File: src/rtl/sm_pkg.sv
// Shared sign-magnitude format and FSM state encoding for the accumulator slice.
package sm_pkg;
  localparam int SM_W     = 16;
  localparam int SIGN_BIT = 15;
  localparam int MAG_W    = 15;

  typedef struct packed {
    logic             sign;
    logic [MAG_W-1:0] mag;
  } sm_t;

  typedef enum logic [1:0] {IDLE, ACCUM, DONE} state_t;
endpackage

File: src/rtl/sm_add_core.sv
// Combinational sign-magnitude adder: aligns signs, adds or subtracts magnitudes,
// and folds any zero-magnitude result to +0.
module sm_add_core
  import sm_pkg::*;
(
  input  sm_t  a,
  input  sm_t  b,
  output sm_t  sum,
  output logic carry
);
  logic [MAG_W:0] wide;

  always_comb begin
    wide  = '0;
    sum   = '0;
    carry = 1'b0;
    if (a.sign == b.sign) begin
      wide     = {1'b0, a.mag} + {1'b0, b.mag};
      sum.mag  = wide[MAG_W-1:0];
      sum.sign = a.sign;
      carry    = wide[MAG_W];
    end else if (a.mag >= b.mag) begin
      sum.mag  = a.mag - b.mag;
      sum.sign = a.sign;
    end else begin
      sum.mag  = b.mag - a.mag;
      sum.sign = b.sign;
    end
    // Wrapped or cancelled results must never come out as -0.
    if (sum.mag == '0) sum.sign = 1'b0;
  end
endmodule

File: src/rtl/sm_accum_unit.sv
// Sequential sign-magnitude accumulator: takes len operands over valid/ready,
// then holds the sum and flags in DONE until the consumer accepts them.
module sm_accum_unit
  import sm_pkg::*;
#(
  parameter int N     = 32,
  parameter int CNT_W = 8
) (
  input  logic             clk,
  input  logic             rst,
  input  logic             start,
  input  logic [CNT_W-1:0] len,
  input  logic             in_valid,
  output logic             in_ready,
  input  logic [N-1:0]     in_data,
  input  logic             in_sub,
  output logic             out_valid,
  input  logic             out_ready,
  output logic [N-1:0]     out_data,
  output logic             cout,
  output logic             zero,
  output logic             overflow,
  output logic             neg,
  output logic             busy
);
  state_t           state_q, state_d;
  sm_t              acc_q, acc_d;
  logic [CNT_W-1:0] cnt_q, cnt_d;
  logic             cout_q, cout_d;
  logic             ovf_q, ovf_d;
  logic             zero_q, zero_d;

  sm_t  op;
  sm_t  sum;
  logic carry;
  logic unused_hi;

  assign unused_hi = ^in_data[N-1:SM_W];
  assign op.sign   = in_data[SIGN_BIT] ^ in_sub;
  assign op.mag    = in_data[MAG_W-1:0];

  sm_add_core u_core (
    .a     (acc_q),
    .b     (op),
    .sum   (sum),
    .carry (carry)
  );

  always_comb begin
    state_d = state_q;
    acc_d   = acc_q;
    cnt_d   = cnt_q;
    cout_d  = cout_q;
    ovf_d   = ovf_q;
    zero_d  = zero_q;
    case (state_q)
      IDLE: begin
        if (start) begin
          cnt_d   = len;
          acc_d   = '0;
          cout_d  = 1'b0;
          ovf_d   = 1'b0;
          zero_d  = 1'b1;
          state_d = (len == '0) ? DONE : ACCUM;
        end
      end
      ACCUM: begin
        if (in_valid) begin
          acc_d  = sum;
          cout_d = carry;
          ovf_d  = ovf_q | carry;
          zero_d = (sum.mag == '0);
          cnt_d  = cnt_q - 1'b1;
          if (cnt_q == CNT_W'(1)) state_d = DONE;
        end
      end
      DONE: begin
        // A start arriving with the handshake is dropped: we only leave for IDLE here.
        if (out_ready) state_d = IDLE;
      end
      default: state_d = IDLE;
    endcase
  end

  always_ff @(posedge clk or posedge rst) begin
    if (rst) begin
      state_q <= IDLE;
      acc_q   <= '0;
      cnt_q   <= '0;
      cout_q  <= 1'b0;
      ovf_q   <= 1'b0;
      zero_q  <= 1'b0;
    end else begin
      state_q <= state_d;
      acc_q   <= acc_d;
      cnt_q   <= cnt_d;
      cout_q  <= cout_d;
      ovf_q   <= ovf_d;
      zero_q  <= zero_d;
    end
  end

  assign in_ready  = (state_q == ACCUM);
  assign out_valid = (state_q == DONE);
  assign busy      = (state_q != IDLE);
  assign out_data  = {{(N-SM_W){1'b0}}, acc_q};
  assign neg       = acc_q.sign;
  assign cout      = cout_q;
  assign overflow  = ovf_q;
  assign zero      = zero_q;
endmodule

File: config.mk
export PLATFORM = sky130hd
export DESIGN_NAME = sm_accum_unit
export DESIGN_NICKNAME = d
export VERILOG_FILES = /design/src/rtl/sm_pkg.sv /design/src/rtl/sm_add_core.sv /design/src/rtl/sm_accum_unit.sv
export SDC_FILE = /design/constraint.sdc
export NUM_CORES = 1
export LEC_CHECK = 0
export CAP_MARGIN = 20
export CELL_PAD_IN_SITES_DETAIL_PLACEMENT = 2
export CELL_PAD_IN_SITES_GLOBAL_PLACEMENT = 2
export CORE_MARGIN = 10
export CORE_UTILIZATION = 30
export DETAILED_ROUTE_END_ITERATION = 12
export PLACE_DENSITY = 0.79
export SETUP_SLACK_MARGIN = 0.5
export SLEW_MARGIN = 20
export SYNTH_ARGS = -nofsm -noshare
export SYNTH_HDL_FRONTEND = slang
export SYNTH_SLANG_ARGS = --single-unit
export TNS_END_PERCENT = 5
File: constraint.sdc
create_clock -name clk -period 4.25 [get_ports clk]
set_input_delay 0.425 -clock clk [delete_from_list [all_inputs] [get_ports clk]]
set_output_delay 0.425 -clock clk [all_outputs]
set_load 0.005 [all_outputs]
# == Yosys cells after proc, flatten, opt, wreduce, memory -nomap -nowiden ==
# Cells that the tools add are included.
# W data, S select, Z words.
# word_totals
ff_bits,29
inputBits,46
out_inout_bits,39
elab_cells,56
# classes
addsub,4
order_cmp,1
n_eq_ne,10
mux,24
n_bitwise,2
reduce_logical,8
# op_table
cell,n
$mux W16,4
$pmux W16 S2,1
$sub A15 B15 Y15,2
$add A15 B15 Y16,1
$mux W8,2
$pmux W8 S2,1
$ge A15 B15 Y1,1
$logic_not A15 Y1,1
$mux W2,5
$eq A8 B1 Y1 const B,1
$logic_not A8 Y1,1
$sub A8 B1 Y8 const B,1
$mux W1,7
$ne A3 B3 Y1 const B,2
$pmux W1 S2,3
$pmux W2 S3,1
$reduce_and A5 Y1,1
$ne A2 B1 Y1 const B,2
$ne A2 B2 Y1 const B,2
$reduce_and A4 Y1,1
$reduce_bool A2 Y1,2
$reduce_and A3 Y1,1
$eq A2 B1 Y1 const B,1
$eq A2 B2 Y1 const B,1
other kinds (4),4

# == Logic depth before layout (Yosys ltp) ==
# logic_depth
ltp_word,7
ltp_mapped,15
mapped_depth_nobuf,15

# == Cells and area by module ==
# From an unflattened synthesis, not the netlist that was laid out.
# unflattened
hier_cells,497
area_unflattened_um2,3996.3
# by_module_without_submodules
module,n_inst,cells_each,area_per_inst_um2,seq_area_each_um2
sm_add_core,1,349,2474.9,0.0
sm_accum_unit,1,148,1521.5,725.7

# == Worst setup path before layout ==
# Ideal clock, no wire load.
# synth_timing
path_kind,input to register
from,input in_data[6]
to,"register zero_q, in the netlist zero"
setup_time_ps,133
t_arrival_ps,2932
required_ps,4117
path_slack_ps,1185
path_stages,12
n_path_buf,1
path_cell_list,inv_1 > ha_1 > buf_4 > nand4_1 > or4_4 > a21oi_4 > a21oi_4 > or4_1 > and3_1 > o2111a_1 > nand4_1 > a21oi_1
# synth_between
elab_chain_len,6
elab_cells_between_ends,9
classes_between,add/sub: 3; order compare: 1; mux: 4; reduce/logical: 1
# synth_lines
element,line,source
"start, declared",sm_accum_unit.sv:15,"input logic [N-1:0] in_data,"
"$sub A15 B15 Y15, or another cell as far along",sm_add_core.sv:26,sum.mag = b.mag - a.mag;
$mux W16,sm_add_core.sv:22,end else if (a.mag >= b.mag) begin
$mux W16 (*),sm_add_core.sv:17,if (a.sign == b.sign) begin
$logic_not A15 Y1 (*),sm_accum_unit.sv:72,zero_d = (sum.mag == '0);
$mux W1 (*),sm_accum_unit.sv:68,if (in_valid) begin
$pmux W1 S2 (*),sm_accum_unit.sv:56,case (state_q)
"end signal, assigned",sm_accum_unit.sv:99,zero_q <= zero_d;
"end, declared",sm_accum_unit.sv:31,"logic zero_q, zero_d;"
# Every way passes the cells marked *; elsewhere a longest branch is shown, timed or not. The select of a mux whose other input is x is not followed.
# A chain may end at the register's enable or synchronous reset.

# == Worst setup path after layout ==
# layout_timing
from,input in_data[0]
to,"register acc_q, in the netlist neg"
# layout_between
elab_chain_len,7
elab_cells_between_ends,13
classes_between,add/sub: 3; order compare: 1; eq/ne: 2; mux: 5; reduce/logical: 2
# layout_lines
element,line,source
"$sub A15 B15 Y15, or another cell as far along",sm_add_core.sv:26,
$mux W16,sm_add_core.sv:22,
$mux W16,sm_add_core.sv:17,
$logic_not A15 Y1,sm_add_core.sv:30,if (sum.mag == '0) sum.sign = 1'b0;
$mux W1,sm_add_core.sv:30,
$mux W16,sm_accum_unit.sv:68,
$pmux W16 S2,sm_accum_unit.sv:56,
"end signal, assigned",sm_accum_unit.sv:88,acc_q <= '0;
"end signal, assigned",sm_accum_unit.sv:95,acc_q <= acc_d;
"end, declared",sm_accum_unit.sv:27,"sm_t acc_q, acc_d;"
# Parallel ways exist; a longest one is shown, timed or not. The select of a mux whose other input is x is not followed.

==> results.ini <==
[run_status]
status=finished clean

[global_route]
grt_max_degree=30
overflow=0
first_global_vias=4680
grt.total_usage=0.175
grt_pass1_wl_um=25700
antenna_found_initial=0

[placement]
gp_congestion=0.901
dp_hpwl_um=12700
port_buffers=52

[timing]
timing.final.crit_share=0.841
finalSetupTns_ps=0
hold_ws_ps=496
rsz0062_at_grt=false
hold_viol_final=0
slew_headroom=0.285
finalMaxSlewViolations=0
finClkSkew_ps=5.87
worstMarginPinSlew_ps=1060
setup_viol_count_final=0
max_freq_mhz=280
timing.final.crit_period_ps=3570

[detailed_routing]
drc=0
via_count=4229
dr.pass1.iters=4
wirelength_um=16400
ant_nets=0
first_iter_violations=237
viasPerCell=5.54
post_drt_wl_per_cell_um=21.5

[power_and_ir_drop]
p_leak_nw=2.26
p_switching_mw=1.89
powerDensity_nw_per_um2=719
p_sw_frac=0.509
p_int_mw=1.82
combPwrFrac=0.737
sequentialPowerShare=0.145
vdd_drop_max_mv=0.201
p_clk_frac=0.118

[critical_path]
arrival_ps=3760
path_class=in2reg
critPathRequiredTime_ps=4430
crit_fanout=4
critPathCaptureType=flop
cp-start-kind=input pin

[cts]
cts_sinks=29
cts.hold.buffers_added=0
cts_tree=done
cts_made_buffers=5
cts_root_buf=clkbuf_16
h-tree-depth=2
clkLatencyLatePin_ps=300
cts_max_path_buffers=2
clk_pin_slew_ps=60

[floorplan]
die_area_um2=18200
die_h_um=135
die_w_um=135
ios=85
start_util=0.311
num_rows=41
core_area_um2=12800

[cells_and_area]
diodes=0
drive_above_1_share=0.139
fin_nets=690
areaGrowthSynthToFinish_pct=30.1

[synthesis]
synth_edf_count=0
synth-seq-cells=29
ys_warn_count=0
ys_types=64
seq_area_frac_synth=0.183
syn_area_um2=3970
synth-main-ff-cell=dfrtp_1
syn_avg_cell_area_um2=7.63
synthCells=520
async_reset_ff_frac=1.00

[flow_run]
drv_cap=0

[worst_hold_path]
min_path_type=reg2reg

==> cell usage in the layout, fill, tap and decap left out, types with 8 or more instances in the layout <==
master           instances
nand2_1                 27
nand3_1                 11
xnor2_1                  9
conb_1                  16
a21o_1                   9
inv_1                   50
buf_4                   35
nor3_1                  15
nor2_1                  40
o22ai_1                  8
nand2b_1                 8
clkdlybuf4s50_1         52
a21oi_1                 41
dfrtp_1                 29
a211oi_1                 9
and3_1                   8
o21ai_0                 31
ha_1                    42
==> Yosys cell counts (all sizes together), types with 6 or more instances <==
cell     count  area (um2)
a2111oi      6        52.6
a211oi      11        82.6
a21o         9        67.6
a21oi       49         272
and3         8        50.1
buf         25         174
clkbuf      15        56.3
dfrtp       29         726
ha          51         638
inv         50         188
nand2       28         108
nand2b       8        50.1
nand3       12        60.1
nand4        7        43.8
nor2        40         150
nor3        16        80.1
nor4         6        52.6
o21ai       36         184
o21bai       7        52.6
o22ai        8        50.1
or3          6        37.5
xnor2        9        78.8
==> area by class of cell <==
class | count | area (um2)
Multi-Input combinational cell | 415 | 3050
Clock buffer | 5 | 125
Inverter | 51 | 191
Sequential cell | 29 | 726
Tap cell | 172 | 215
Timing Repair Buffer | 88 | 803
Fill cell | 1470 | 7610
Clock inverter | 3 | 46.3
==> per-stage QoR <==
step	std cells	utilization	total power [mW]	setup WS, ps	area (um2)
2_1_floorplan	535	-	2.06	1180	4020
3_3_place_gp	750	0.373	2.92	170	4760
3_5_place_dp	750	0.373	3.02	5.21	4760
4_1_cts	759	0.390	3.54	500	4980
5_1_grt	763	0.404	4.03	469	5160
6_report	763	0.404	3.71	677	5160
==> power by group through the flow <==
stage,Sequential (mW),Clock [mW],Combinational [mW]
CTS,0.533,0.449,2.56
finish,0.539,0.439,2.73
global route,0.562,0.462,3.01
floorplan,0.507,0,1.55
detailed placement,0.534,0,2.48
global placement,0.523,0,2.40
==> layer usage <==
| layer | wire length [um] | share of wire | global-route usage | vias up |
|---|---|---|---|---|
| met5 | 0 | 0 | 0 | - |
| met4 | 170 | 0.010 | 0.0449 | 0 |
| met3 | 662 | 0.040 | 0.0334 | 11 |
| met2 | 8390 | 0.51 | 0.302 | 74 |
| met1 | 7180 | 0.44 | 0.218 | 2153 |
| li1 | - | - | - | 1991 |
==> sequential cells by signal, summed over array words and instances (netlist names) <==
register	cells
out_data	15
cnt_q	8
state_q	2
cout	1
neg	1
overflow	1
zero	1
==> final timing paths <==
path                        startpoint            to  slack (ps)  cells past startpoint
max                         in_data[0]           neg         680                     15
min                           overflow      overflow         500                      1
max reg2reg                out_data[0]           neg         830                     15
min reg2reg                   overflow      overflow         500                      1
max in group asynchronous          rst  out_data[11]        3400                      3
min in group asynchronous          rst      cnt_q[5]         530                      3
==> worst max-delay path, stage by stage <==
cell and delay, ps:
clkdlybuf4s50_1 540, ha_1 180, inv_1 60, fa_1 410, a21oi_2 250, o221ai_2 200, a21oi_2 270, nor2_1 80
o31ai_1 350, mux2i_4 140, o211a_1 260, nor3_1 210, nand4_1 170, o21ai_1 120, nand2_1 70
==> logic make-up (layout without fill, tap and decap cells) <==
group / Yosys count / count (layout) / synth area share
AND/OR/NAND/NOR: 152 / 152 / 0.197
flip-flops: 29 / 29 / 0.183
adder cells (fa/ha/maj): 54 / 54 / 0.176
AO/OA/AOI/OAI: 177 / 177 / 0.300
multiplexers: 5 / 5 / 0.0126
other: 1 / 16 / 0.000945
buffers and inverters: 91 / 147 / 0.106
XOR/XNOR: 11 / 11 / 0.0243
==> what timing repair did <==
item / 4_1_cts / 5_1_grt
endpoints found under the hold margin: 0 / 0
resized for setup: 9 / 31
setup buffers: 1 / 4
setup endpoints to repair: 3 / 3
pin swaps: 1 / 6
Note: power is estimated with default switching activity, not from simulation.
